## src/rtl/align_pkg.sv

```systemverilog
// align_pkg: shared definitions for the alignment-tile job controller.
//   state_t     controller state encoding
//   BASE_W      bits per base
//   PAIR_W      bits per {r, q} base pair
//   NULL_BASE   sentinel base emitted by tbmodule on its first active cycle
//   GAP_BASE    base code for an alignment gap
//   is_null_pair  true for the {NULL_BASE, NULL_BASE} sentinel pair
package align_pkg;

  typedef enum logic [1:0] {
    ST_IDLE       = 2'd0,
    ST_SCORE      = 2'd1,
    ST_WAIT_SPACE = 2'd2,
    ST_TRACE      = 2'd3
  } state_t;

  localparam int BASE_W = 3;
  localparam int PAIR_W = 2 * BASE_W;

  localparam logic [BASE_W-1:0] NULL_BASE = 3'b111;
  localparam logic [BASE_W-1:0] GAP_BASE  = 3'b100;

  function automatic logic is_null_pair(input logic [PAIR_W-1:0] pair);
    return pair == {NULL_BASE, NULL_BASE};
  endfunction

endpackage

```

## src/rtl/pair_fifo.sv

```systemverilog
// pair_fifo: synchronous FIFO for traceback pairs.
//   clk, rst      clock, asynchronous active-high reset (flushes contents)
//   push          write push_data this cycle (dropped only if full and no pop)
//   push_data     WIDTH-bit entry
//   pop           consume the head entry (ignored when empty)
//   head_vld      FIFO holds at least one entry
//   head          head entry, forced to 0 while empty
//   free          number of unused entries
module pair_fifo #(
  parameter int WIDTH = 7,
  parameter int DEPTH = 16,
  parameter int CNT_W = $clog2(DEPTH + 1)
) (
  input  logic             clk,
  input  logic             rst,
  input  logic             push,
  input  logic [WIDTH-1:0] push_data,
  input  logic             pop,
  output logic             head_vld,
  output logic [WIDTH-1:0] head,
  output logic [CNT_W-1:0] free
);

  localparam int AW = $clog2(DEPTH);

  logic [WIDTH-1:0] mem [DEPTH];
  logic [AW-1:0]    wptr;
  logic [AW-1:0]    rptr;
  logic [CNT_W-1:0] count;
  logic             do_push;
  logic             do_pop;

  assign do_pop  = pop && (count != '0);
  // A full FIFO still accepts a push when the head leaves in the same cycle.
  assign do_push = push && ((count != CNT_W'(DEPTH)) || do_pop);

  always_ff @(posedge clk) begin
    if (do_push) mem[wptr] <= push_data;
  end

  always_ff @(posedge clk or posedge rst) begin
    if (rst) begin
      wptr  <= '0;
      rptr  <= '0;
      count <= '0;
    end else begin
      if (do_push) wptr <= (wptr == AW'(DEPTH - 1)) ? '0 : wptr + 1'b1;
      if (do_pop)  rptr <= (rptr == AW'(DEPTH - 1)) ? '0 : rptr + 1'b1;
      case ({do_push, do_pop})
        2'b10:   count <= count + 1'b1;
        2'b01:   count <= count - 1'b1;
        default: count <= count;
      endcase
    end
  end

  assign head_vld = (count != '0);
  assign head     = head_vld ? mem[rptr] : '0;
  assign free     = CNT_W'(DEPTH) - count;

endmodule

```

## src/rtl/align_controller.sv

```systemverilog
// align_controller: job sequencer for one alignment tile.
// Accepts an R/Q subsequence pair, starts the PE-array scoring pass, then
// enables tbmodule and captures its base pairs into an output FIFO.
// Optional feature macro: ALIGN_CTRL_TIMEOUT_EN enables the traceback
// watchdog (err_timeout); without it err_timeout is tied 0.
//   job_valid/job_ready      job handshake, R_sub_in/Q_sub_in job payload
//   R_sub/Q_sub              latched subsequences for array and tbmodule
//   array_start/array_done   scoring pass start pulse / completion pulse
//   start_traceback          level enable for tbmodule
//   tb_out_r/tb_out_q/tb_finish  tbmodule pair output and finish flag
//   out_valid/out_ready/out_pair/out_last  FIFO head stream
//   busy                     controller not idle
//   err_timeout              sticky watchdog flag
module align_controller
  import align_pkg::*;
#(
  parameter int B          = 4,
  parameter int L          = 8,
  parameter int FIFO_DEPTH = 16,
  parameter int TB_TIMEOUT = 2 * L + 4
) (
  input  logic              clk,
  input  logic              rst,
  input  logic              job_valid,
  output logic              job_ready,
  input  logic [3*L-1:0]    R_sub_in,
  input  logic [3*L-1:0]    Q_sub_in,
  output logic [3*L-1:0]    R_sub,
  output logic [3*L-1:0]    Q_sub,
  output logic              array_start,
  input  logic              array_done,
  output logic              start_traceback,
  input  logic [BASE_W-1:0] tb_out_r,
  input  logic [BASE_W-1:0] tb_out_q,
  input  logic              tb_finish,
  output logic              out_valid,
  input  logic              out_ready,
  output logic [PAIR_W-1:0] out_pair,
  output logic              out_last,
  output logic              busy,
  output logic              err_timeout
);

  localparam int CNT_W = $clog2(FIFO_DEPTH + 1);

  if (B < 1 || FIFO_DEPTH < 2 * L) begin : g_cfg_check
    $error("align_controller: need B >= 1 and FIFO_DEPTH >= 2*L");
  end

  state_t            state;
  state_t            state_nxt;
  logic              accept;
  logic              space_ok;
  logic              timeout_now;
  logic              push;
  logic [PAIR_W:0]   push_data;
  logic [PAIR_W:0]   head;
  logic [CNT_W-1:0]  fifo_free;
  logic [PAIR_W-1:0] tb_pair;

  assign tb_pair   = {tb_out_r, tb_out_q};
  assign job_ready = (state == ST_IDLE) && !rst;
  assign accept    = job_valid && job_ready;
  // tbmodule cannot stall, so a whole path (up to 2L pairs) must fit first.
  assign space_ok  = (fifo_free >= CNT_W'(2 * L));

  always_ff @(posedge clk or posedge rst) begin
    if (rst) begin
      state       <= ST_IDLE;
      array_start <= 1'b0;
      R_sub       <= '0;
      Q_sub       <= '0;
    end else begin
      state       <= state_nxt;
      array_start <= accept;
      if (accept) begin
        R_sub <= R_sub_in;
        Q_sub <= Q_sub_in;
      end
    end
  end

  always_comb begin
    state_nxt = state;
    push      = 1'b0;
    push_data = {1'b0, tb_pair};
    case (state)
      ST_IDLE: begin
        if (accept) state_nxt = ST_SCORE;
      end
      ST_SCORE: begin
        // WAIT_SPACE is passed through in zero cycles when room already exists.
        if (array_done) state_nxt = space_ok ? ST_TRACE : ST_WAIT_SPACE;
      end
      ST_WAIT_SPACE: begin
        if (space_ok) state_nxt = ST_TRACE;
      end
      ST_TRACE: begin
        if (timeout_now) begin
          push      = 1'b1;
          push_data = {1'b1, NULL_BASE, NULL_BASE};
          state_nxt = ST_IDLE;
        end else if (tb_finish) begin
          // The finishing pair always closes the job, so it is never filtered.
          push      = 1'b1;
          push_data = {1'b1, tb_pair};
          state_nxt = ST_IDLE;
        end else if (!is_null_pair(tb_pair)) begin
          push = 1'b1;
        end
      end
      default: state_nxt = ST_IDLE;
    endcase
  end

`ifdef ALIGN_CTRL_TIMEOUT_EN
  localparam int TO_W = $clog2(TB_TIMEOUT + 1);

  logic [TO_W-1:0] to_cnt;
  logic            err_q;

  // to_cnt holds the number of TRACE cycles already completed.
  always_ff @(posedge clk or posedge rst) begin
    if (rst) begin
      to_cnt <= '0;
      err_q  <= 1'b0;
    end else begin
      to_cnt <= (state == ST_TRACE) ? to_cnt + 1'b1 : '0;
      if (timeout_now) err_q <= 1'b1;
    end
  end

  assign timeout_now = (state == ST_TRACE) && !tb_finish &&
                       (to_cnt == TO_W'(TB_TIMEOUT - 1));
  assign err_timeout = err_q;
`else
  assign timeout_now = 1'b0;
  assign err_timeout = 1'b0;
`endif

  pair_fifo #(
    .WIDTH (PAIR_W + 1),
    .DEPTH (FIFO_DEPTH),
    .CNT_W (CNT_W)
  ) u_fifo (
    .clk       (clk),
    .rst       (rst),
    .push      (push),
    .push_data (push_data),
    .pop       (out_valid && out_ready),
    .head_vld  (out_valid),
    .head      (head),
    .free      (fifo_free)
  );

  assign out_pair        = head[PAIR_W-1:0];
  assign out_last        = head[PAIR_W];
  assign start_traceback = (state == ST_TRACE);
  assign busy            = (state != ST_IDLE);

endmodule

```

## config.mk

```make
export PLATFORM = sky130hd
export DESIGN_NAME = align_controller
export DESIGN_NICKNAME = d
export VERILOG_FILES = /design/src/rtl/align_pkg.sv /design/src/rtl/pair_fifo.sv /design/src/rtl/align_controller.sv
export SDC_FILE = /design/constraint.sdc
export NUM_CORES = 1
export LEC_CHECK = 0
export ABC_AREA = 1
export BUFFER_PORTS_ARGS = -buffer_cell sky130_fd_sc_hd__buf_2
export CORE_UTILIZATION = 53
export CTS_BUF_LIST = sky130_fd_sc_hd__clkbuf_2 sky130_fd_sc_hd__clkbuf_4 sky130_fd_sc_hd__clkbuf_8
export CTS_CLUSTER_DIAMETER = 40
export DETAILED_ROUTE_END_ITERATION = 8
export GPL_TIMING_DRIVEN = 0
export PLACE_DENSITY = 0.78
export REMOVE_ABC_BUFFERS = 1
export SYNTH_ARGS = -nofsm -noshare
export SYNTH_HDL_FRONTEND = slang
export SYNTH_SLANG_ARGS = --single-unit
```

## constraint.sdc

```tcl
create_clock -name clk -period 2.7 [get_ports clk]
set_clock_uncertainty 0.15 [all_clocks]
set_input_delay 0.405 -clock clk [delete_from_list [all_inputs] [get_ports clk]]
set_output_delay 0.405 -clock clk [all_outputs]
set_load 0.005 [all_outputs]
```

==> results of run 1 <==
-- state kept, by name (all words and copies together) (netlist names) --
| register | cells |
|---|---|
| state | 2 |
| u_fifo.count | 5 |
| u_fifo.mem | 112 |
| u_fifo.rptr | 4 |
| R_sub | 24 |
| array_start | 1 |
| u_fifo.wptr | 4 |
| Q_sub | 24 |
-- path summary, 6_finish.rpt --
path | cells after the start | slack, ns | endpoint | startpoint
worst max-delay path | 17 | 0.01 | u_fifo.count[4] | u_fifo.count[0]
worst max register to register | 17 | 0.01 | u_fifo.count[4] | u_fifo.count[0]
worst min-delay path | 3 | 0.02 | R_sub[5] | R_sub_in[5]
max in group asynchronous | 4 | 1.31 | u_fifo.count[3] | rst
min in group asynchronous | 3 | 0.46 | u_fifo.rptr[0] | rst
worst min register to register | 2 | 0.33 | R_sub[23] | R_sub[23]
-- stage by stage --
| step | setup TNS [ns] | area (um2) | std cells | util | hold WS (ns) |
|---|---|---|---|---|---|
| 2_1_floorplan | -1.46 | 7520 | 767 | - | 0.322 |
| 4_1_cts | 0 | 9510 | 1164 | 0.677 | 0.00580 |
| 3_5_place_dp | -32.59 | 8380 | 1068 | 0.597 | 0.310 |
| 5_1_grt | -0.287 | 9710 | 1176 | 0.691 | 0.00260 |
| 3_3_place_gp | -79.46 | 8340 | 1066 | 0.594 | 0.308 |
| 6_report | 0 | 9710 | 1176 | 0.691 | 0.0193 |
-- power by group --
part / internal, mW / switching [mW]
Clock: 1.07 / 0.896
Sequential: 3.50 / 0.483
Combinational: 1.66 / 2.49
-- worst max-delay path: stages (launching register included) --
cell      delay (ns)
dfrtp_2         0.44
nor4_4          0.32
ha_2            0.24
inv_2           0.05
nand2_4         0.06
a21boi_4        0.07
nand2_4         0.10
buf_6           0.12
ha_4            0.14
xor2_2          0.15
ha_2            0.18
a21oi_1         0.05
nor2_1          0.14
nand2_1         0.11
nand2_1         0.09
nand2_1         0.05
nand3_1         0.07
nand2_1         0.05
-- layout make-up --
cell class,instances,area (um2),share of cell area
repair buffers,194,1340,0.138
multi-input cells,505,2340,0.241
well taps,180,225,0.0232
clock buffers,21,277,0.0285
repair inverters,2,18.8,0.00193
clock inverters,11,160,0.0165
flip-flops and latches,176,4980,0.513
inverters,87,365,0.0376
-- synthesized netlist by cell type (all sizes together) --
master and instances:
conb 1, nor2 10, o21ai 10, o211ai 1, inv 87, dfrtp 64, nor3 13, xnor2 3
clkbuf 8, nor4 1, nand4 3, a21boi 1, nand3b 2, ha 15, nand2 352, edfxtp 112
nand3 79, buf 28, a21oi 9, o22ai 1, xor2 3
-- kinds of logic after synthesis --
family / count (synthesis) / synth area share
simple gates: 460 / 0.242
flops: 176 / 0.645
buf+inv: 123 / 0.0661
compound gates: 22 / 0.0156
fa+ha+maj: 15 / 0.0244
xor+xnor: 6 / 0.00683
other cells: 1 / 0.000487
-- repair_timing --
action	in CTS	in global routing
hold buffers	45	0
cloned	3	1
resized for setup	26	17
endpoints found under the setup margin	173	117
pin swaps	4	4
hold endpoints to repair	74	0
buffers inserted	16	11
-- routing by layer --
layer	GRT usage	share of wire	routed length (um)	vias to the layer above
li1	-	-	-	2914
met1	0.329	0.38	7610	2964
met2	0.482	0.51	10000	334
met3	0.0632	0.082	1630	51
met4	0.130	0.029	576	0
met5	0	0	0	-
==> qor.txt, run 1 <==
Core area - 14000 um2
VDD IR max - 0.528 mV
Vias - 6263
Status - finished clean
Mapped Area - 7700 um2
CP Capture Type - flop
Initial antenna violation count - 0
Drt first pass iters - 6
Largest net degree at the start of global routing - 51
Area contributors post-synth - edfxtp_1 44%, dfrtp_1 21%, nand2_1 17%, nand3_1 5.1%, inv_1 4.1%
Data arrival, critical path - 2.88 ns
Max frequency - 372 MHz
Startpoint types - flop
Number of global-route vias before repair - 6172
Starting Density - 0.548
Post-Synthesis Cells - 803
DP Worst Slack - -0.851 ns
DRC - 0
CTS buffer count - 17
Slew of the pin with the lowest slew margin - 1.38 ns
CP max FO - 5
Most common cell after layout, fill and taps aside - nand2_1
Synth top area share - 0.437
Initial DRC Count - 566
Synth Area per Inst - 9.59 um2
Min-Delay Path Class - in -> reg
First-pass GRT wire length - 31.0 mm
Max-Cap Viols - 0
H-tree depth reported by CTS - 4
Kind of critical path - reg -> reg
Gpl congestion - 0.796
# fillers - 998
Final setup viols - 0
Yosys Warn Count - 0
Clock-pin slew on the worst setup and hold paths - 0.08 ns
GRT overflow - 0
RSZ-0062 raised after global routing - yes
Share of cells above drive strength 1 - 0.217
Most frequent cells in the layout - 349 x nand2_1, 119 x buf_2, 112 x edfxtp_1
Sequential share of the synthesized area - 0.645
Area growth from synthesis to layout - 26.1%
Routed WL - 19.9 mm
Post-route ant nets - 0
Tcrit/Tclk final - 0.996
FP Rows - 43
Total Power - 10.1 mW
Flops & latches, synth - 176
Area of the die - 15000 um2
Synth cell types - 24
GR Util All Layers - 0.279
Via-to-Cell Ratio - 5.33
Cell leakage power - 4.63 nW
Final Hold Viols - 0
Area leader, netlist - edfxtp_1
Height of the die - 123 um
Die X - 123 um
Dpl hpwl - 10.9 mm
Longest Clk Path Bufs - 2
N_diodes - 0
Power per cell area - 1040 nW/um2
Max-slew headroom - 0.0720
IO Count - 121
Critical Path RT - 2.89 ns
Nets - 1058
Clock sinks - 176
Root Buffer - clkbuf_8
Post-layout minimum cycle time - 2.69 ns
CTS tree - built
Post-route setup slack - 0.00997 ns
Worst-Skew Late Latency - 0.45 ns
Final Slew Violations - 0
Drt wl/cell - 16.9 um
Port Buffer Count - 119
No activity file was read; power rests on OpenSTA's default activity.
==> run 2: changes to the inputs <==
--- a/config.mk
+++ b/config.mk
@@ -7,12 +7,14 @@
 export LEC_CHECK = 0
 export ABC_AREA = 1
 export BUFFER_PORTS_ARGS = -buffer_cell sky130_fd_sc_hd__buf_2
-export CORE_UTILIZATION = 53
+export CELL_PAD_IN_SITES_DETAIL_PLACEMENT = 0
+export CELL_PAD_IN_SITES_GLOBAL_PLACEMENT = 1
+export CORE_UTILIZATION = 41
 export CTS_BUF_LIST = sky130_fd_sc_hd__clkbuf_2 sky130_fd_sc_hd__clkbuf_4 sky130_fd_sc_hd__clkbuf_8
 export CTS_CLUSTER_DIAMETER = 40
 export DETAILED_ROUTE_END_ITERATION = 8
 export GPL_TIMING_DRIVEN = 0
-export PLACE_DENSITY = 0.78
+export PLACE_DENSITY_LB_ADDON = 0.1
 export REMOVE_ABC_BUFFERS = 1
 export SYNTH_ARGS = -nofsm -noshare
 export SYNTH_HDL_FRONTEND = slang
==> run 2 against run 1 <==
Against the previous run:
- the run now ends with design-rule violations left
- via count shrank 5.0%
- routed wire length grew 2.1%
- cell count grew 5.2%
- sequential cell count is the same
- critical path depth is the same
- worst setup slack gained 0.033 ns
- power grew 3.3%
- register-to-register slack gained 0.03 ns
- first-iteration DRC count shrank 27%
- largest power group unchanged
- highest routed layer unchanged
==> qor.txt, run 2 (synthesized netlist as in run 1, its figures left out) <==
Worst hold path startpoint - Q_sub_in[16]
Gate power share - 0.424 (+0.013)
Share of cells above drive strength 1 - 0.230 (+0.0133)
Clock network fraction of design power - 0.196 (about the same)
Worst-Skew Late Latency - 0.46 ns (about the same)
Drt first pass iters - 9 (+3)
FF-to-FF path depth - 17 (unchanged)
Max reg flops - 112 (unchanged)
Slew of the pin with the lowest slew margin - 0.890 ns (-0.491 ns)
Root Buffer - clkbuf_8
Dpl hpwl - 11.6 mm (+6.4%)
Cell family with most CP delay - simple AND/OR/NAND/NOR gates
Starting Density - 0.423 (-0.125)
Core area - 18200 um2 (+30%)
Net Sw Power - 3.99 mW (+3.0%)
CP Cell Sequence - nor4_4 -> ha_2 -> inv_2 -> nand2_2 -> a21boi_4 -> nand2_4 -> buf_6 -> ha_4 -> xor2_2 -> ha_1 -> a21oi_1 -> nor2_1 -> nand2_1 -> nand2_1 -> nand2_1 -> nand3_1 -> nand2_1
FP Rows - 49 (+14%)
Gpl congestion - 0.775 (-2.7%)
Final setup viols - 0 (unchanged)
Final Hold Viols - 0 (unchanged)
Data arrival, critical path - 2.87 ns (about the same)
Final Slew Violations - 0 (unchanged)
Height of the die - 139 um (+13%)
Hold Path Stages - 3 (unchanged)
Crit-path max cell delay - 0.43 ns (about the same)
Reg2reg setup slack - 0.04 ns (+0.03 ns)
Cell leakage power - 4.71 nW (+1.9%)
Top flop regs - u_fifo.mem x112, Q_sub x24, R_sub x24
Max-Cap Viols - 0 (unchanged)
R2R Path Start - u_fifo.count[0]
Nets - 1070 (+1.1%)
Max-slew headroom - 0.403 (+0.331)
Longest Clk Path Bufs - 2 (unchanged)
Die X - 139 um (+13%)
CTS tree - built
Met2 usage - 0.354 (-0.128)
Port Buffer Count - 119 (unchanged)
Most common cell after layout, fill and taps aside - nand2_1
WHS - 0.0296 ns (+0.0102 ns)
DRC - 2 (+2)
# fillers - 1586 (+59%)
RSZ-0062 raised after global routing - yes
GRT overflow - 0 (unchanged)
Flop pwr share - 0.380 (-0.014)
Min-Delay Path Class - in -> reg
Fin util - 0.549 (-0.143)
Most frequent cells in the layout - 349 x nand2_1, 119 x buf_2, 112 x edfxtp_1
Slowest cell on crit path - dfrtp_2
First-pass GRT wire length - 31.0 mm (about the same)
Number of global-route vias before repair - 5795 (-6.1%)
CTS buffer count - 17 (unchanged)
Area growth from synthesis to layout - 29.8%
CP Buf/Inv Count - 2 (unchanged)
CP Capture Type - flop
Largest net degree at the start of global routing - 59 (+16%)
Worst R2R End - u_fifo.count[4]
IO Count - 121 (unchanged)
Most Used Layer, Global Route - met2
Post-route ant nets - 0 (unchanged)
GR Util met1 - 0.265 (-0.0641)
Status - finished, violations left
Via-to-Cell Ratio - 4.81 (-9.7%)
Tcrit/Tclk final - 0.984 (-0.0122)
Switching part of the total - 0.382 (-0.00127)
Most used cell, CP - nand2_1
Drt wl/cell - 16.4 um (-2.9%)
N_diodes - 0 (unchanged)
Top reg by flops - u_fifo.mem
H-tree depth reported by CTS - 4 (unchanged)
Internal power - 6.46 mW (+3.5%)
Power per cell area - 1050 nW/um2 (+0.40%)
VDD IR max - 0.557 mV (+5.5%)
Routed WL - 20.3 mm (+2.1%)
M3 GR Usage - 0.0518 (-0.0114)
Initial antenna violation count - 0 (unchanged)
CP max FO - 2 (-3)
CP Depth - 17 (unchanged)
WHS Endpoint - Q_sub[16]
Initial DRC Count - 412 (-27%)
Kind of critical path - reg -> reg
Vias - 5948 (-5.0%)
Clock sinks - 176 (unchanged)
Critical Path RT - 2.91 ns (+0.02 ns)
Post-layout minimum cycle time - 2.66 ns (-0.0329 ns)
Area of the die - 19300 um2 (+29%)
Max frequency - 376 MHz (+1.2%)
GR Util All Layers - 0.210 (-0.0690)
Startpoint types - flop
Violated checks - design-rule violations
Clock-pin slew on the worst setup and hold paths - 0.09 ns (about the same)
[run 2: changes by cell type in the layout (fill, tap and decap cells not counted), moves of 3 or more]
cell / previous run / this run
nor3_1: 6 / 0
nor3_2: 7 / 12
a21oi_1: 8 / 5
a21oi_2: 1 / 4
buf_12: 3 / 6
clkinv_2: 5 / 2
dlygate4sd3_1: 45 / 48
[run 2: worst min-delay path: cells and delay by family]
kind / cells / cell delay (ns)
buf+inv: 1 / 0.08
simple gates: 2 / 0.13
[run 2: metrics by stage]
stage	setup TNS, ns	total power [mW]	cells	area [um2]	worst slack, ns
after floorplan	-1.46	5.95	767	7520	-0.200
after global placement	-100.92	7.33	1115	8400	-1.74
after detailed placement	-48.75	7.42	1117	8460	-0.900
after CTS	-0.0508	9.91	1217	9670	-0.0508
after global routing	-0.240	11.2	1237	9990	-0.169
final	0	10.4	1237	9990	0.0428
[run 2: layout make-up]
cell class                 instances  area [um2]  share of cell area
multi-input combinational        505        2400               0.240
inverter                          87         365              0.0366
sequential                       176        4980               0.498
clock inverter                    12         189              0.0189
timing repair buffer             204        1470               0.147
tap                              229         287              0.0287
timing repair inverter             4        48.8             0.00488
clock buffer                      20         256              0.0257
[run 2: how the worst max path moves through the flow]
stage / startpoint / end / slack (ns)
floorplan: u_fifo.count[0] / u_fifo.count[4] / -0.20
global placement: u_fifo.rptr[0] / out_pair[5] / -1.74
detailed placement: u_fifo.rptr[1] / out_pair[0] / -0.90
CTS: u_fifo.rptr[0] / out_pair[0] / -0.05
global route: u_fifo.count[0] / u_fifo.count[4] / -0.17
finish: u_fifo.count[0] / u_fifo.count[4] / 0.04
[run 2: timing repair]
item / 4_1_cts / 5_1_grt
pin swaps: 4 / 6
gates cloned: 2 / 4
setup endpoints to repair: 175 / 96
resized for setup: 32 / 22
setup buffers: 18 / 16
hold buffers: 48 / 0
endpoints found under the hold margin: 77 / 0
[run 2: power groups by stage]
stage	clock network (mW)	logic (mW)	registers, mW
finish	2.05	4.43	3.97
global route	2.19	4.92	4.04
CTS	2.07	3.80	4.04
detailed placement	0	3.35	4.08
global placement	0	3.20	4.13
floorplan	0	1.94	4.01
[run 2: per-layer routing]
layer,vias up,share of wire
li1,2931,-
met1,2827,0.44
met2,173,0.49
met3,17,0.061
met4,0,0.015
met5,-,0
